===== config.mk =====
export PLATFORM = sky130hd
export DESIGN_NAME = perf_counter_unit_flat
export DESIGN_NICKNAME = d
export VERILOG_FILES = /design/src/rtl/perf_counter_unit_if.sv /design/src/rtl/perf_counter_unit.sv /design/src/flat_wrapper.sv
export SDC_FILE = /design/constraint.sdc
export NUM_CORES = 1
export LEC_CHECK = 0
export BUFFER_PORTS_ARGS = -buffer_cell sky130_fd_sc_hd__buf_2
export CORE_MARGIN = 2
export CORE_UTILIZATION = 55
export CTS_CLUSTER_SIZE = 30
export DETAILED_ROUTE_END_ITERATION = 16
export GPL_TIMING_DRIVEN = 0
export PLACE_DENSITY = 0.85
export SLEW_MARGIN = 20
export SYNTH_ARGS = -nofsm -noshare
export SYNTH_HDL_FRONTEND = slang
export SYNTH_SLANG_ARGS = --single-unit

===== constraint.sdc =====
create_clock -name clkFPGA -period 2.6 [get_ports clkFPGA]
set_input_delay 0.13 -clock clkFPGA [delete_from_list [all_inputs] [get_ports clkFPGA]]
set_output_delay 0.13 -clock clkFPGA [all_outputs]
set_load 0.005 [all_outputs]

===== src/rtl/perf_counter_unit_if.sv =====
// Datapath-side handshake for the performance counter unit: per-cycle
// retirement/stall events flow in, the pipeline enable flows back out.
interface perf_counter_unit_if;
  logic stall;
  logic retire;
  logic retire_arith;
  logic retire_mem;
  logic finish;
  logic advance;

  // Datapath drives events and consumes the pipeline enable.
  modport master (
    output stall, retire, retire_arith, retire_mem, finish,
    input  advance
  );

  // Counter unit consumes events and produces the pipeline enable.
  modport slave (
    input  stall, retire, retire_arith, retire_mem, finish,
    output advance
  );
endinterface


===== src/rtl/perf_counter_unit.sv =====
// Performance counter unit: run/single-step control FSM that gates the
// datapath pipeline, plus five saturating 32-bit event counters with a
// sticky overflow flag. A DONE state freezes everything until reset.
module perf_counter_unit (
  input  logic                clkFPGA,
  input  logic                rst,
  input  logic                stepping_flag,
  input  logic                next_instr,
  input  logic                clear,
  perf_counter_unit_if.slave  dp,
  output logic [31:0]         stall_count,
  output logic [31:0]         arith_count,
  output logic [31:0]         mem_count,
  output logic [31:0]         cycles,
  output logic [31:0]         instr_count,
  output logic                overflow,
  output logic [1:0]          state
);

  typedef enum logic [1:0] {
    RUN       = 2'd0,
    STEP_IDLE = 2'd1,
    STEP_ADV  = 2'd2,
    DONE      = 2'd3
  } state_t;

  localparam logic [31:0] CNT_MAX = 32'hFFFF_FFFF;

  state_t      state_r;
  state_t      state_next_s;
  logic        sync1_r;
  logic        sync2_r;
  logic        sync3_r;
  logic        step_rise_s;
  logic        advance_s;
  logic [31:0] cycles_r;
  logic [31:0] stall_r;
  logic [31:0] instr_r;
  logic [31:0] arith_r;
  logic [31:0] mem_r;
  logic        overflow_r;
  logic        inc_stall_s;
  logic        inc_instr_s;
  logic        inc_arith_s;
  logic        inc_mem_s;
  logic        sat_hit_s;

  // Saturating increment: holds at all-ones instead of wrapping.
  function automatic logic [31:0] sat_inc(input logic [31:0] value, input logic en);
    if (en && (value != CNT_MAX)) begin
      return value + 32'd1;
    end else begin
      return value;
    end
  endfunction

  // True when an increment is attempted on an already saturated counter.
  function automatic logic sat_try(input logic [31:0] value, input logic en);
    return en && (value == CNT_MAX);
  endfunction

  // Button synchronizer (two flops) plus a third flop for rising-edge detect.
  always_ff @(posedge clkFPGA) begin
    if (!rst) begin
      sync1_r <= 1'b0;
      sync2_r <= 1'b0;
      sync3_r <= 1'b0;
    end else begin
      sync1_r <= next_instr;
      sync2_r <= sync1_r;
      sync3_r <= sync2_r;
    end
  end

  assign step_rise_s = sync2_r & ~sync3_r;

  // FSM state register; the reset target follows the stepping mode.
  always_ff @(posedge clkFPGA) begin
    if (!rst) begin
      state_r <= stepping_flag ? STEP_IDLE : RUN;
    end else begin
      state_r <= state_next_s;
    end
  end

  // FSM next-state logic; finish only matters while the pipeline advances.
  always_comb begin
    state_next_s = state_r;
    case (state_r)
      RUN: begin
        if (dp.finish) begin
          state_next_s = DONE;
        end else if (stepping_flag) begin
          state_next_s = STEP_IDLE;
        end else begin
          state_next_s = RUN;
        end
      end
      STEP_IDLE: begin
        if (step_rise_s) begin
          state_next_s = STEP_ADV;
        end else if (!stepping_flag) begin
          state_next_s = RUN;
        end else begin
          state_next_s = STEP_IDLE;
        end
      end
      STEP_ADV: begin
        if (dp.finish) begin
          state_next_s = DONE;
        end else begin
          state_next_s = STEP_IDLE;
        end
      end
      DONE: begin
        state_next_s = DONE;
      end
      default: begin
        state_next_s = RUN;
      end
    endcase
  end

  // FSM outputs: pipeline enabled in RUN and STEP_ADV, never while in reset.
  always_comb begin
    advance_s = 1'b0;
    case (state_r)
      RUN:      advance_s = rst;
      STEP_ADV: advance_s = rst;
      default:  advance_s = 1'b0;
    endcase
  end

  assign inc_stall_s = advance_s & dp.stall;
  assign inc_instr_s = advance_s & dp.retire;
  assign inc_arith_s = advance_s & dp.retire & dp.retire_arith & ~dp.retire_mem;
  assign inc_mem_s   = advance_s & dp.retire & dp.retire_mem;
  assign sat_hit_s   = sat_try(cycles_r, advance_s) | sat_try(stall_r, inc_stall_s) |
                       sat_try(instr_r, inc_instr_s) | sat_try(arith_r, inc_arith_s) |
                       sat_try(mem_r, inc_mem_s);

  // Event counters and sticky overflow; clear beats any same-cycle increment.
  always_ff @(posedge clkFPGA) begin
    if (!rst) begin
      cycles_r   <= 32'd0;
      stall_r    <= 32'd0;
      instr_r    <= 32'd0;
      arith_r    <= 32'd0;
      mem_r      <= 32'd0;
      overflow_r <= 1'b0;
    end else if (clear) begin
      cycles_r   <= 32'd0;
      stall_r    <= 32'd0;
      instr_r    <= 32'd0;
      arith_r    <= 32'd0;
      mem_r      <= 32'd0;
      overflow_r <= 1'b0;
    end else begin
      cycles_r   <= sat_inc(cycles_r, advance_s);
      stall_r    <= sat_inc(stall_r, inc_stall_s);
      instr_r    <= sat_inc(instr_r, inc_instr_s);
      arith_r    <= sat_inc(arith_r, inc_arith_s);
      mem_r      <= sat_inc(mem_r, inc_mem_s);
      overflow_r <= overflow_r | sat_hit_s;
    end
  end

  assign dp.advance  = advance_s;
  assign cycles      = cycles_r;
  assign stall_count = stall_r;
  assign instr_count = instr_r;
  assign arith_count = arith_r;
  assign mem_count   = mem_r;
  assign overflow    = overflow_r;
  assign state       = state_r;

endmodule


===== src/flat_wrapper.sv =====
// flat-port wrapper written by rule: the top's interface ports become plain ports
module perf_counter_unit_flat 
  (clkFPGA, rst, stepping_flag, next_instr, clear, stall_count, arith_count, mem_count, cycles, instr_count, overflow, state, dp_stall, dp_retire, dp_retire_arith, dp_retire_mem, dp_finish, dp_advance);
  perf_counter_unit_if dp_i ();
  input  logic clkFPGA;
  input  logic rst;
  input  logic stepping_flag;
  input  logic next_instr;
  input  logic clear;
  output logic [31:0] stall_count;
  output logic [31:0] arith_count;
  output logic [31:0] mem_count;
  output logic [31:0] cycles;
  output logic [31:0] instr_count;
  output logic overflow;
  output logic [1:0] state;
  input wire logic [$bits(dp_i.stall)-1:0] dp_stall;
  input wire logic [$bits(dp_i.retire)-1:0] dp_retire;
  input wire logic [$bits(dp_i.retire_arith)-1:0] dp_retire_arith;
  input wire logic [$bits(dp_i.retire_mem)-1:0] dp_retire_mem;
  input wire logic [$bits(dp_i.finish)-1:0] dp_finish;
  output wire logic [$bits(dp_i.advance)-1:0] dp_advance;
  assign dp_i.stall = dp_stall;
  assign dp_i.retire = dp_retire;
  assign dp_i.retire_arith = dp_retire_arith;
  assign dp_i.retire_mem = dp_retire_mem;
  assign dp_i.finish = dp_finish;
  assign dp_advance = dp_i.advance;
  perf_counter_unit u_core (.clkFPGA(clkFPGA), .rst(rst), .stepping_flag(stepping_flag), .next_instr(next_instr), .clear(clear), .dp(dp_i), .stall_count(stall_count), .arith_count(arith_count), .mem_count(mem_count), .cycles(cycles), .instr_count(instr_count), .overflow(overflow), .state(state));
endmodule

# ---- After elaboration in Yosys (flattened, before gate mapping)
# Cells that the tools add are included.
dict set report totals {
  output_inout_bits 164
  ff_bits 166
}
dict set report op_classes {
  add_sub_neg 5
  n_reduce_logical 13
  mux 7
  n_bitwise 14
  n_eq_ne 13
}
# cell count
set ops {}
lappend ops {{adder 32 x 1 -> 32 bit (second input constant)} 5}
lappend ops {{== test 32 bit (second input constant)} 5}
lappend ops {{!= test 32 bit (second input constant)} 5}
lappend ops {{logical AND 1 bit} 10}
lappend ops {{2-to-1 mux 2 bit} 4}
lappend ops {{case mux 2 bit (4 select lines)} 1}
lappend ops {{bitwise AND 1 bit} 6}
lappend ops {{OR 1 bit} 5}
lappend ops {{== test 2 bit (second input constant)} 2}
lappend ops {{OR reduction 2 bit} 2}
lappend ops {{inverter 1 bit} 3}
lappend ops {{== test 2 x 1 -> 1 bit (second input constant)} 1}
lappend ops {{zero test 2 bit} 1}
lappend ops {{2-to-1 mux 1 bit} 2}

# ---- Logic depth before layout (Yosys ltp)
# Gate-level depths: netlist of the first run.
dict set report depth {
  ltp_word 10
  depth_mapped 9
  depth_no_buf 6
}

# ---- Least setup slack after synthesis of the first run
# Ideal clock, no wire load.
dict set report synth_timing {
  path_type {register to register}
  start {reg u_core.arith_r[0] (netlist: u_core.arith_count[0])}
  end {reg u_core.arith_r[28] (netlist: u_core.arith_count[28])}
  n_path_buf 1
  arrival_ns 1.978
  setup_ns 0.070
  stages_incl_launch_ff 8
  path_slack_ns 0.551
  cell_sequence {dfxtp_1 > ha_1 > inv_1 > or3_1 > a211o_1 > clkbuf_1 > or3_1 > a21oi_1}
}
dict set report synth_between {
  elab_chain_cells 2
}
# item line_no
set synth_rtl {}
lappend synth_rtl {{start, declared} perf_counter_unit.sv:39} ;# logic [31:0] arith_r;
lappend synth_rtl {{start signal, assigned} perf_counter_unit.sv:162} ;# arith_r <= sat_inc(arith_r, inc_arith_s);
lappend synth_rtl {{parallel branches: the longest is 2 deep, another holds adder 32 x 1 -> 32 bit} -}
# Several ways; the timed one is not identified.
# A chain may end at the register's enable or synchronous reset.

# ---- Final worst setup path of the first run
dict set report layout_timing {
  start {reg u_core.mem_r[0] (netlist: u_core.mem_count[0])}
  end {reg u_core.mem_r[23] (netlist: u_core.mem_count[23])}
}
dict set report layout_between {
  elab_chain_cells 2
}
# item line_no
set layout_rtl {}
lappend layout_rtl {{start, declared} perf_counter_unit.sv:40} ;# logic [31:0] mem_r;
lappend layout_rtl {{start signal, assigned} perf_counter_unit.sv:163} ;# mem_r <= sat_inc(mem_r, inc_mem_s);
lappend layout_rtl {{parallel branches: the longest is 2 deep, another holds adder 32 x 1 -> 32 bit} -}
# Several ways; the timed one is not identified.

==> key figures, run 1 <==
Worst setup path
  • CP max-delay cell: nor3_2
  • End of the worst register-to-register path: u_core.mem_count[23]
  • FF-to-FF path depth: 8
  • WP buf/inv: 2
  • RR Startpoint: u_core.mem_count[0]
  • CP endpoint kind: flip-flop
  • CP max stage delay: between 0.4 and 0.5 ns
  • Worst-path maximum fanout: 10
  • Startpoint types: flip-flop
  • Setup CP Type: reg2reg
  • Worst EP required: between 2 and 3 ns
  • CP arrival: about 2.7 ns
  • Delay-heaviest family, CP: simple AND/OR/NAND/NOR gates
  • CP Cell Sequence: ha_1 > nand4_1 > nor3_2 > and3_1 > buf_4 > clkbuf_1 > or4_1 > a21oi_1
  • Reg2reg setup slack: 0.19 ns

Floorplanning
  • Row count: 44
  • Die H: 127 um
  • # IOs: 174
  • Core area: 0.0146 mm^2
  • Chip width: 127 um
  • Starting Density: 0.566
  • Total Die Area: 0.0160 mm^2

Clock network
  • CTS clk-pin slew, worst paths: ~0.070 ns
  • CTS tree: built
  • H-tree depth: 4
  • Setup Buffers After CTS: 0
  • Clock sinks: roughly 170
  • Root buf cell: clkbuf_16
  • Cts bufs inserted: 17
  • CTS Buffer Depth: 2
  • Skew-Pair Late Insertion Delay: 0.43 ns

Finish
  • Layout Utilization: 0.686
  • Share of cells above drive strength 1: 0.203
  • Layout Nets: roughly 1.2k
  • Area delta synth->final: 21.3%
  • Commonest cells after routing, fill and taps aside: 184 x buf_2, 166 x dfxtp_1, 131 x a21oi_1
  • Most common cell after layout, fill and taps aside: buf_2

Drt
  • Vias per cell: 6.29
  • Detailed Route WL: roughly 23,000 um
  • DR DRC count: 0
  • Post-DRT Antenna Nets: 0
  • Routed wire length per instance: roughly 17 um
  • First-pass DRT Iterations: 5
  • Initial DRC count: 792
  • Vias: 8,802

Timing
  • Slew at the pin closest to its max-slew limit: 0.910 ns
  • Fin. max-slew vios: 0
  • Final period util: 0.926
  • Tmin final: 2.41 ns
  • RSZ-0062 raised after global routing: false
  • Endpoints failing setup: 0
  • Setup_tns: 0 ns
  • Final hold vios: 0
  • Fmax: ~420 MHz
  • Skew final: 0.00826 ns
  • Worst slew margin: 0.391
  • Final worst setup slack: 0.192 ns

Synthesis
  • Syn. warnings: 0
  • Post-synthesis mux area share: 0.00849
  • Ys async rst share: 0
  • Synth Area in Compound Gates: 0.207
  • EDFF count, synth: 0
  • Top cells by area, synth: dfxtp_1 40%, a21oi_1 7.9%, or3_1 5.8%
  • Leading area contributor after synthesis: dfxtp_1
  • #FFs+latches synth: 166
  • Synthesized instance count: 1,006
  • Adder-cell share of the synthesized area: 0.00758
  • Syn_nets: a little over 1k
  • Largest family of logic cells by synthesized area: simple AND/OR/NAND/NOR gates
  • Xor and xnor area share after synthesis: 0.0212
  • Synth top area share: 0.402
  • Mapped Area: around 0.0083 mm^2
  • Post-synthesis average cell area: 8.21 um^2
  • Yosys cell types: 56
  • Simple-gate share of the synthesized area: 0.314
  • Primary FF master, synth: dfxtp_1
  • Share of the yosys chip area belonging to registers: 0.402

GRT
  • Initial antenna violation count: 1
  • First-pass GRT wire length: 37,700 um
  • Vias in the first global route: 7,696
  • Total GRT Usage: 0.283
  • Largest net degree at the start of global routing: 17
  • Gr ovfl total: 0

Worst hold path
  • Min-delay worst type: in2reg
  • Hold EP: u_core.sync1_r
  • HP Start: rst
  • Worst hold path depth: 3

Placed design
  • Pre-CTS WS: 0.0537 ns
  • Final HPWL DP: 16,500 um
  • Final GP Congestion: 0.891
  • PortBufs: 173

Power and ir drop
  • Pwr/cell area: 521 mW/mm^2
  • Maximum vdd drop: 454 uV
  • Pleak: 3.45 nW

Status
  • Status: complete, no violations

Flow run
  • Max-cap violation count: 0
## cell usage after synthesis (7+ instances only)
cell and n:
dfxtp_1 166, a21oi_1 131, clkbuf_1 33, inv_1 29, xor2_1 7, buf_2 11, mux2i_1 7, o31ai_1 54
nand2b_1 8, and3_1 7, or4_1 56, or3_1 76, and2_1 9, xnor2_1 13, nand2_1 81, and4_1 14
nor4_1 14, nor2_1 42, o21ai_0 77, nor3_1 8, nand3_1 52, nand4_1 45
## timing repair
| item | in CTS | in global routing |
|---|---|---|
| resized for setup | 0 | 4 |
| hold buffers | 4 | 0 |
| setup endpoints to repair | 0 | 38 |
| endpoints found under the hold margin | 3 | 0 |
## area by class of cell
type                    instances  area (um^2)
flip-flops and latches        166         3320
plain buffers                  48          213
clock inverters                12          128
well taps                     184          230
diodes                          1         2.50
repair buffers                177          906
clock buffers                  20          467
fillers                      1220         4580
inverters                      29          109
multi-input cells             763         4630
## worst max path at each step
stage	to	slack, ns	startpoint	cells after the start
6_report	u_core.mem_count[23]	0.19	u_core.mem_count[0]	8
5_1_grt	u_core.arith_count[1]	0.003	u_core.arith_count[10]	7
4_1_cts	u_core.mem_count[23]	0.03	u_core.mem_count[0]	8
3_5_place_dp	u_core.mem_count[23]	0.05	u_core.mem_count[0]	8
3_3_place_gp	u_core.mem_count[16]	0.07	u_core.mem_count[0]	8
2_1_floorplan	u_core.arith_count[28]	0.55	u_core.arith_count[0]	7
## through the flow
step	std cells	area (um^2)	hold slack (ns)	power (W)
final	1400	10000	0.104	0.00522
after global routing	1399	10000	0.107	0.00537
after CTS	1399	9990	0.104	0.00525
after detailed placement	1363	9350	0.343	0.00273
after global placement	1363	9350	0.339	0.00273
after floorplan	1006	8260	0.257	0.00268
## registers in the layout, indices dropped and copies added, names as in the netlist
signal / count
u_core.arith_count: 32
u_core.instr_count: 32
u_core.overflow: 1
u_core.cycles: 32
u_core.sync3_r: 1
u_core.mem_count: 32
u_core.sync1_r: 1
u_core.sync2_r: 1
u_core.stall_count: 32
u_core.state: 2
## worst min-delay path, stage by stage
cell and delay (ns):
buf_2 0.08, buf_4 0.16, and2_1 0.13
## power breakdown
| group | switching, W | internal (W) | total [W] | leakage (nW) |
|---|---|---|---|---|
| sequential | 0.00000707 | 0.00255 | 0.00256 | 1.34 |
| combinational | 0.0000920 | 0.0000359 | 0.000128 | 1.82 |
| clock | 0.00105 | 0.00149 | 0.00254 | 0.296 |
| total | 0.00115 | 0.00407 | 0.00522 | 3.45 |
## metal layers
layer  wire length (um)  track usage
met1              10200        0.379
met2              10600        0.442
met3               1600       0.0730
met4                646        0.103
met5                 13            0
## logic make-up after synthesis
group,count (synthesis)
compound gates,292
xor+xnor,20
fa+ha+maj,5
buf+inv,77
flops,166
mux,7
simple gates,439
Note: power is estimated with default switching activity, not from simulation.
==> run 2: changes to the inputs <==
- CORE_MARGIN: 2 -> unset
==> run 2 against run 1 <==
  * Worst hold slack is essentially flat
  * Highest routed layer is now met4
  * Register-to-register slack worse by 0.02 ns
  * Design area increased by 0.58%
  * First-iteration DRC count increased by 29%
  * Clock skew shrank 0.0016 ns
  * Via count grew 0.24%
==> key figures, run 2 (synthesis results as in run 1) <==
Timing
  • Slew at the pin closest to its max-slew limit: ~0.98 ns
  • Tmin final: about 2.4 ns
  • Final worst setup slack: about 0.17 ns
  • Final period util: 0.935
  • Fmax: between 400 and 500 MHz
  • Fin. max-slew vios: 0
  • Worst slew margin: 0.342
  • Final hold vios: 0
  • Endpoints failing setup: 0
  • Skew final: 0.00669 ns

Worst hold path
  • Min-delay worst type: in2reg
  • Worst hold path depth: 5

Worst setup path
  • Setup CP Type: reg2reg
  • Worst-path maximum fanout: 10
  • WP buf/inv: 1
  • Worst EP required: ~3 ns
  • Startpoint types: flip-flop
  • CP max stage delay: 0.51 ns
  • CP arrival: 2.76 ns
  • Crit path depth: 6
  • CP max-delay cell: nor4b_4
  • CP endpoint kind: flip-flop
  • FF-to-FF path depth: 6
  • CP Cell Sequence: nand4_1 > nor4_1 > nor4b_4 > buf_2 > o311ai_0 > o41ai_1
  • Delay-heaviest family, CP: simple AND/OR/NAND/NOR gates

Clock network
  • CTS clk-pin slew, worst paths: 0.07 ns
  • Skew-Pair Late Insertion Delay: 0.43 ns
  • CTS Buffer Depth: 2
  • CTS tree: built
  • Cts bufs inserted: 17
  • Clock sinks: 166
  • H-tree depth: 4
  • Root buf cell: clkbuf_16

Finish
  • Layout Nets: around 1.2k
  • Share of cells above drive strength 1: 0.204
  • Area delta synth->final: 22.0%
  • Most common cell after layout, fill and taps aside: buf_2
  • Cell area after layout: 0.0101 mm^2
  • ANT cells: 0
  • Fill count: 1,228
  • Commonest cells after routing, fill and taps aside: 184 x buf_2, 166 x dfxtp_1, 131 x a21oi_1

Drt
  • Detailed Route WL: 23,000 um
  • First-pass DRT Iterations: 5
  • Initial DRC count: 1,020
  • DR DRC count: 0
  • Vias per cell: about 6.3
  • Post-DRT Antenna Nets: 0
  • Routed wire length per instance: 16.4 um
  • Vias: 8,823

Floorplanning
  • Row count: 44
  • Starting Density: 0.566
  • Total Die Area: 0.0155 mm^2
  • Core area: 0.0146 mm^2
  • Chip width: 125 um
  • Die H: around 120 um
  • # IOs: roughly 170

Power and ir drop
  • Maximum vdd drop: between 400 and 500 uV
  • Pwr/cell area: 547 mW/mm^2
  • Pleak: roughly 3.5 nW

Placed design
  • Placed instance area: 0.00935 mm^2
  • Final GP Congestion: 0.874
  • Pre-CTS WS: 0.0521 ns
  • Final HPWL DP: 16,200 um
  • PortBufs: roughly 170

GRT
  • Initial antenna violation count: 0
  • First-pass GRT wire length: 37,400 um
  • Gr ovfl total: 0
  • Vias in the first global route: 7,578
  • Total GRT Usage: 0.290
  • Largest net degree at the start of global routing: 17

Flow run
  • Max-cap violation count: 0

Status
  • Status: complete, no violations
## run 2: cell count changes in the layout (fill, tap and decap cells not counted)
cell / before / now
nor3b_1: 2 / 1
bufinv_16: 2 / 5
dlygate4sd3_1: 4 / 3
clkinv_4: 4 / 3
nor3_4: 1 / 0
clkinv_2: 5 / 3
nor3b_2: 0 / 1
diode_2: 1 / 0
nor3_2: 2 / 3
## run 2: per-layer routing
layer	wire [um]	GRT usage	part of all wire
met3	1600	0.0649	0.070
met5	0	0	0
met1	10000	0.387	0.44
met2	10700	0.453	0.47
met4	634	0.116	0.028
## run 2: final timing paths
kind	start	endpoint	slack (ns)
max	u_core.cycles[3]	u_core.cycles[2]	0.17
min	dp_stall	u_core.stall_count[1]	0.10
max reg2reg	u_core.cycles[3]	u_core.cycles[2]	0.17
min reg2reg	u_core.sync1_r	u_core.sync2_r	0.43
## run 2: final cells by class
class,instances,area (um^2),area share
multi-input cells,763,4630,0.460
flip-flops and latches,166,3320,0.330
repair buffers,176,896,0.0890
clock buffers,20,467,0.0463
well taps,184,230,0.0229
plain buffers,48,213,0.0211
clock inverters,12,199,0.0198
inverters,29,109,0.0108
## run 2: worst min-delay path: cells and delay by family
kind / cells / cell delay, ns
simple gates: 2 / 0.13
compound gates: 2 / 0.11
buf+inv: 1 / 0.10
## run 2: per-stage QoR
| stage | setup TNS (ns) | power (W) | hold WS, ns | util | cells |
|---|---|---|---|---|---|
| 2_1_floorplan | 0 | 0.00268 | 0.257 | - | 1006 |
| 3_3_place_gp | 0 | 0.00273 | 0.338 | 0.641 | 1363 |
| 3_5_place_dp | 0 | 0.00273 | 0.346 | 0.641 | 1363 |
| 4_1_cts | 0 | 0.00552 | 0.101 | 0.689 | 1398 |
| 5_1_grt | -0.00528 | 0.00565 | 0.124 | 0.690 | 1398 |
| 6_report | 0 | 0.00551 | 0.104 | 0.690 | 1398 |
## run 2: repair_timing
action / CTS / global route
endpoints found under the hold margin: 3 / 0
buffers inserted: 0 / 0
gates resized for setup: 0 / 4
setup endpoints to repair: 0 / 32
hold buffers: 3 / 0
## run 2: power by group
group          switching (W)  leakage [nW]  internal, W
Clock                0.00105         0.326      0.00178
Combinational      0.0000903          1.80    0.0000342
Sequential        0.00000697          1.34      0.00255
Total                0.00114          3.46      0.00436
==> run 3: changes to the inputs <==
- BUFFER_PORTS_ARGS: -buffer_cell sky130_fd_sc_hd__buf_2 -> unset
- DONT_BUFFER_PORTS: unset -> 1
- PLACE_DENSITY: 0.85 -> 0.7
==> run 3 against run 2 <==
  * First-iteration DRC count is 48% lower
  * Critical path depth increased by 1
  * Wire length shrank 4.1%
  * Cell count is 12% lower
  * Register-to-register slack worse by 0.02 ns
  * Non-clock buffer count decreased by 173
  * Clock power fell by 7.4%
  * Clock skew grew 0.0021 ns
  * Die area unchanged
==> key figures, run 3 (synthesis results as in run 1) <==
Finish
  • Layout Utilization: 0.628
  • Fill count: 1,313
  • Fin cells: 1,225
  • Most common cell after layout, fill and taps aside: dfxtp_1
  • Storage cell area: 0.00332 mm^2
  • Commonest cells after routing, fill and taps aside: 166 x dfxtp_1, 131 x a21oi_1, 81 x nand2_1
  • Area occupied by multi-input gates: between 0.004 and 0.005 mm^2
  • Area delta synth->final: 10.9%
  • Share of cells above drive strength 1: 0.0682
  • Layout Nets: 1,043
  • ANT cells: 0

Timing
  • Endpoints failing setup: 0
  • Fin. max-slew vios: 0
  • Skew final: 0.00874 ns
  • Slew at the pin closest to its max-slew limit: 0.923 ns
  • Fmax: 408 MHz
  • Final hold vios: 0
  • RSZ-0062 raised after global routing: false
  • Final worst setup slack: 0.148 ns
  • Tmin final: ~2.5 ns
  • Worst slew margin: 0.382
  • Final period util: 0.943

Placed design
  • Final GP Congestion: 0.826
  • Pre-CTS WS: -0.0200 ns
  • Final HPWL DP: 15,700 um
  • PortBufs: 0
  • Placed insts: 1,190

Power and ir drop
  • Sw Share: 0.209
  • Gate power share: 0.021
  • Sequential Power Share: 0.483
  • Sw Pwr: 0.00111 W
  • Clk pwr share: 0.496
  • P_int: 0.00419 W
  • Total Power: around 0.0053 W
  • Pwr/cell area: 578 mW/mm^2
  • Maximum vdd drop: 430 uV
  • Pleak: 2.50 nW

Drt
  • Vias per cell: about 6.5
  • Detailed Route WL: 22,000 um
  • Post-DRT Antenna Nets: 0
  • Met2 Routed Length: approximately 10000 um
  • Routed wire length per instance: 18.0 um
  • Initial DRC count: between 500 and 600
  • DR DRC count: 0
  • Met3 WL post-DR: 1700 um
  • Wl on met1: between 9000 and 10,000 um
  • First-pass DRT Iterations: 5
  • DR top layer: met4
  • Vias: ~7.9k

Floorplanning
  • Row count: 44
  • Die H: 125 um
  • Total Die Area: between 0.015 and 0.02 mm^2
  • Core area: 0.0146 mm^2
  • # IOs: 174
  • Chip width: 125 um
  • Starting Density: 0.566

Worst setup path
  • WP buf/inv: 2
  • CP arrival: roughly 2.7 ns
  • Setup CP Type: reg2reg
  • CP endpoint kind: flip-flop
  • Worst-path maximum fanout: 10
  • Crit path top cell by count: buf_2
  • CP Cell Sequence: nand4_1 > nor4_4 > a31o_2 > buf_2 > buf_2 > mux2i_1 > nor2_1
  • Reg2reg setup slack: 0.15 ns
  • CP max stage delay: 0.49 ns
  • End of the worst register-to-register path: u_core.arith_count[1]
  • Delay-heaviest family, CP: simple AND/OR/NAND/NOR gates
  • Worst EP required: a little under 3 ns
  • RR Startpoint: u_core.arith_count[10]
  • FF-to-FF path depth: 7
  • CP max-delay cell: dfxtp_1
  • Startpoint types: flip-flop

Clock network
  • Skew-Pair Late Insertion Delay: between 0.4 and 0.5 ns
  • Root buf cell: clkbuf_16
  • CTS tree: built
  • H-tree depth: 4
  • Cts bufs inserted: 17
  • CTS Buffer Depth: 2
  • Clock sinks: 166
  • CTS clk-pin slew, worst paths: 0.06 ns
  • Setup Buffers After CTS: 0

Worst hold path
  • Worst hold path depth: 2
  • HP Start: rst
  • Hold EP: u_core.sync1_r
  • Min-delay worst type: in2reg

Flow run
  • Max-cap violation count: 0

Status
  • Status: complete, no violations

GRT
  • Vias in the first global route: approximately 7k
  • First-pass GRT wire length: around 35,000 um
  • Total GRT Usage: 0.278
  • Gr ovfl total: 0
  • Initial antenna violation count: 0
  • Largest net degree at the start of global routing: 17
## run 3: per-layer routing
metal / vias up / global-route usage
met2: 250 / 0.432
met5: - / 0
met3: 37 / 0.0906
li1: 3921 / -
met1: 3728 / 0.361
met4: 0 / 0.0978
## run 3: power groups by stage
stage / combinational, W / clock [W] / sequential [W]
3_5_place_dp: 0.000106 / 0 / 0.00262
6_report: 0.000111 / 0.00262 / 0.00256
3_3_place_gp: 0.000105 / 0 / 0.00262
5_1_grt: 0.000122 / 0.00275 / 0.00256
2_1_floorplan: 0.0000689 / 0 / 0.00261
4_1_cts: 0.000112 / 0.00265 / 0.00256
## run 3: timing repair
action                     4_1_cts  5_1_grt
setup endpoints to repair       10       33
hold endpoints to repair         3        0
hold buffers                     4        0
resized for setup                1        3
## run 3: how the worst max path moves through the flow
| stage | startpoint | endpoint | slack, ns | depth (start not counted) |
|---|---|---|---|---|
| after floorplan | u_core.arith_count[0] | u_core.arith_count[28] | 0.55 | 7 |
| after global placement | u_core.mem_count[0] | u_core.mem_count[19] | -0.02 | 8 |
| after detailed placement | u_core.mem_count[0] | u_core.mem_count[14] | -0.02 | 8 |
| after CTS | u_core.arith_count[0] | u_core.arith_count[1] | 0.02 | 8 |
| after global routing | u_core.arith_count[0] | u_core.arith_count[1] | 0.003 | 8 |
| final | u_core.arith_count[10] | u_core.arith_count[1] | 0.15 | 7 |
## run 3: area by class of cell
cell class,instances,share of cell area
clock buffers,24,0.0537
flip-flops and latches,166,0.363
clock inverters,8,0.0131
multi-input cells,763,0.506
plain buffers,47,0.0228
inverters,29,0.0119
repair buffers,4,0.00437
well taps,184,0.0251
## run 3: through the flow
stage	setup TNS [ns]	hold slack, ns	cell area, um^2
after global routing	0	0.0295	9160
after detailed placement	-0.142	0.269	8490
after global placement	-0.118	0.268	8490
after CTS	0	0.0158	9140
after floorplan	0	0.257	8260
final	0	0.0251	9160
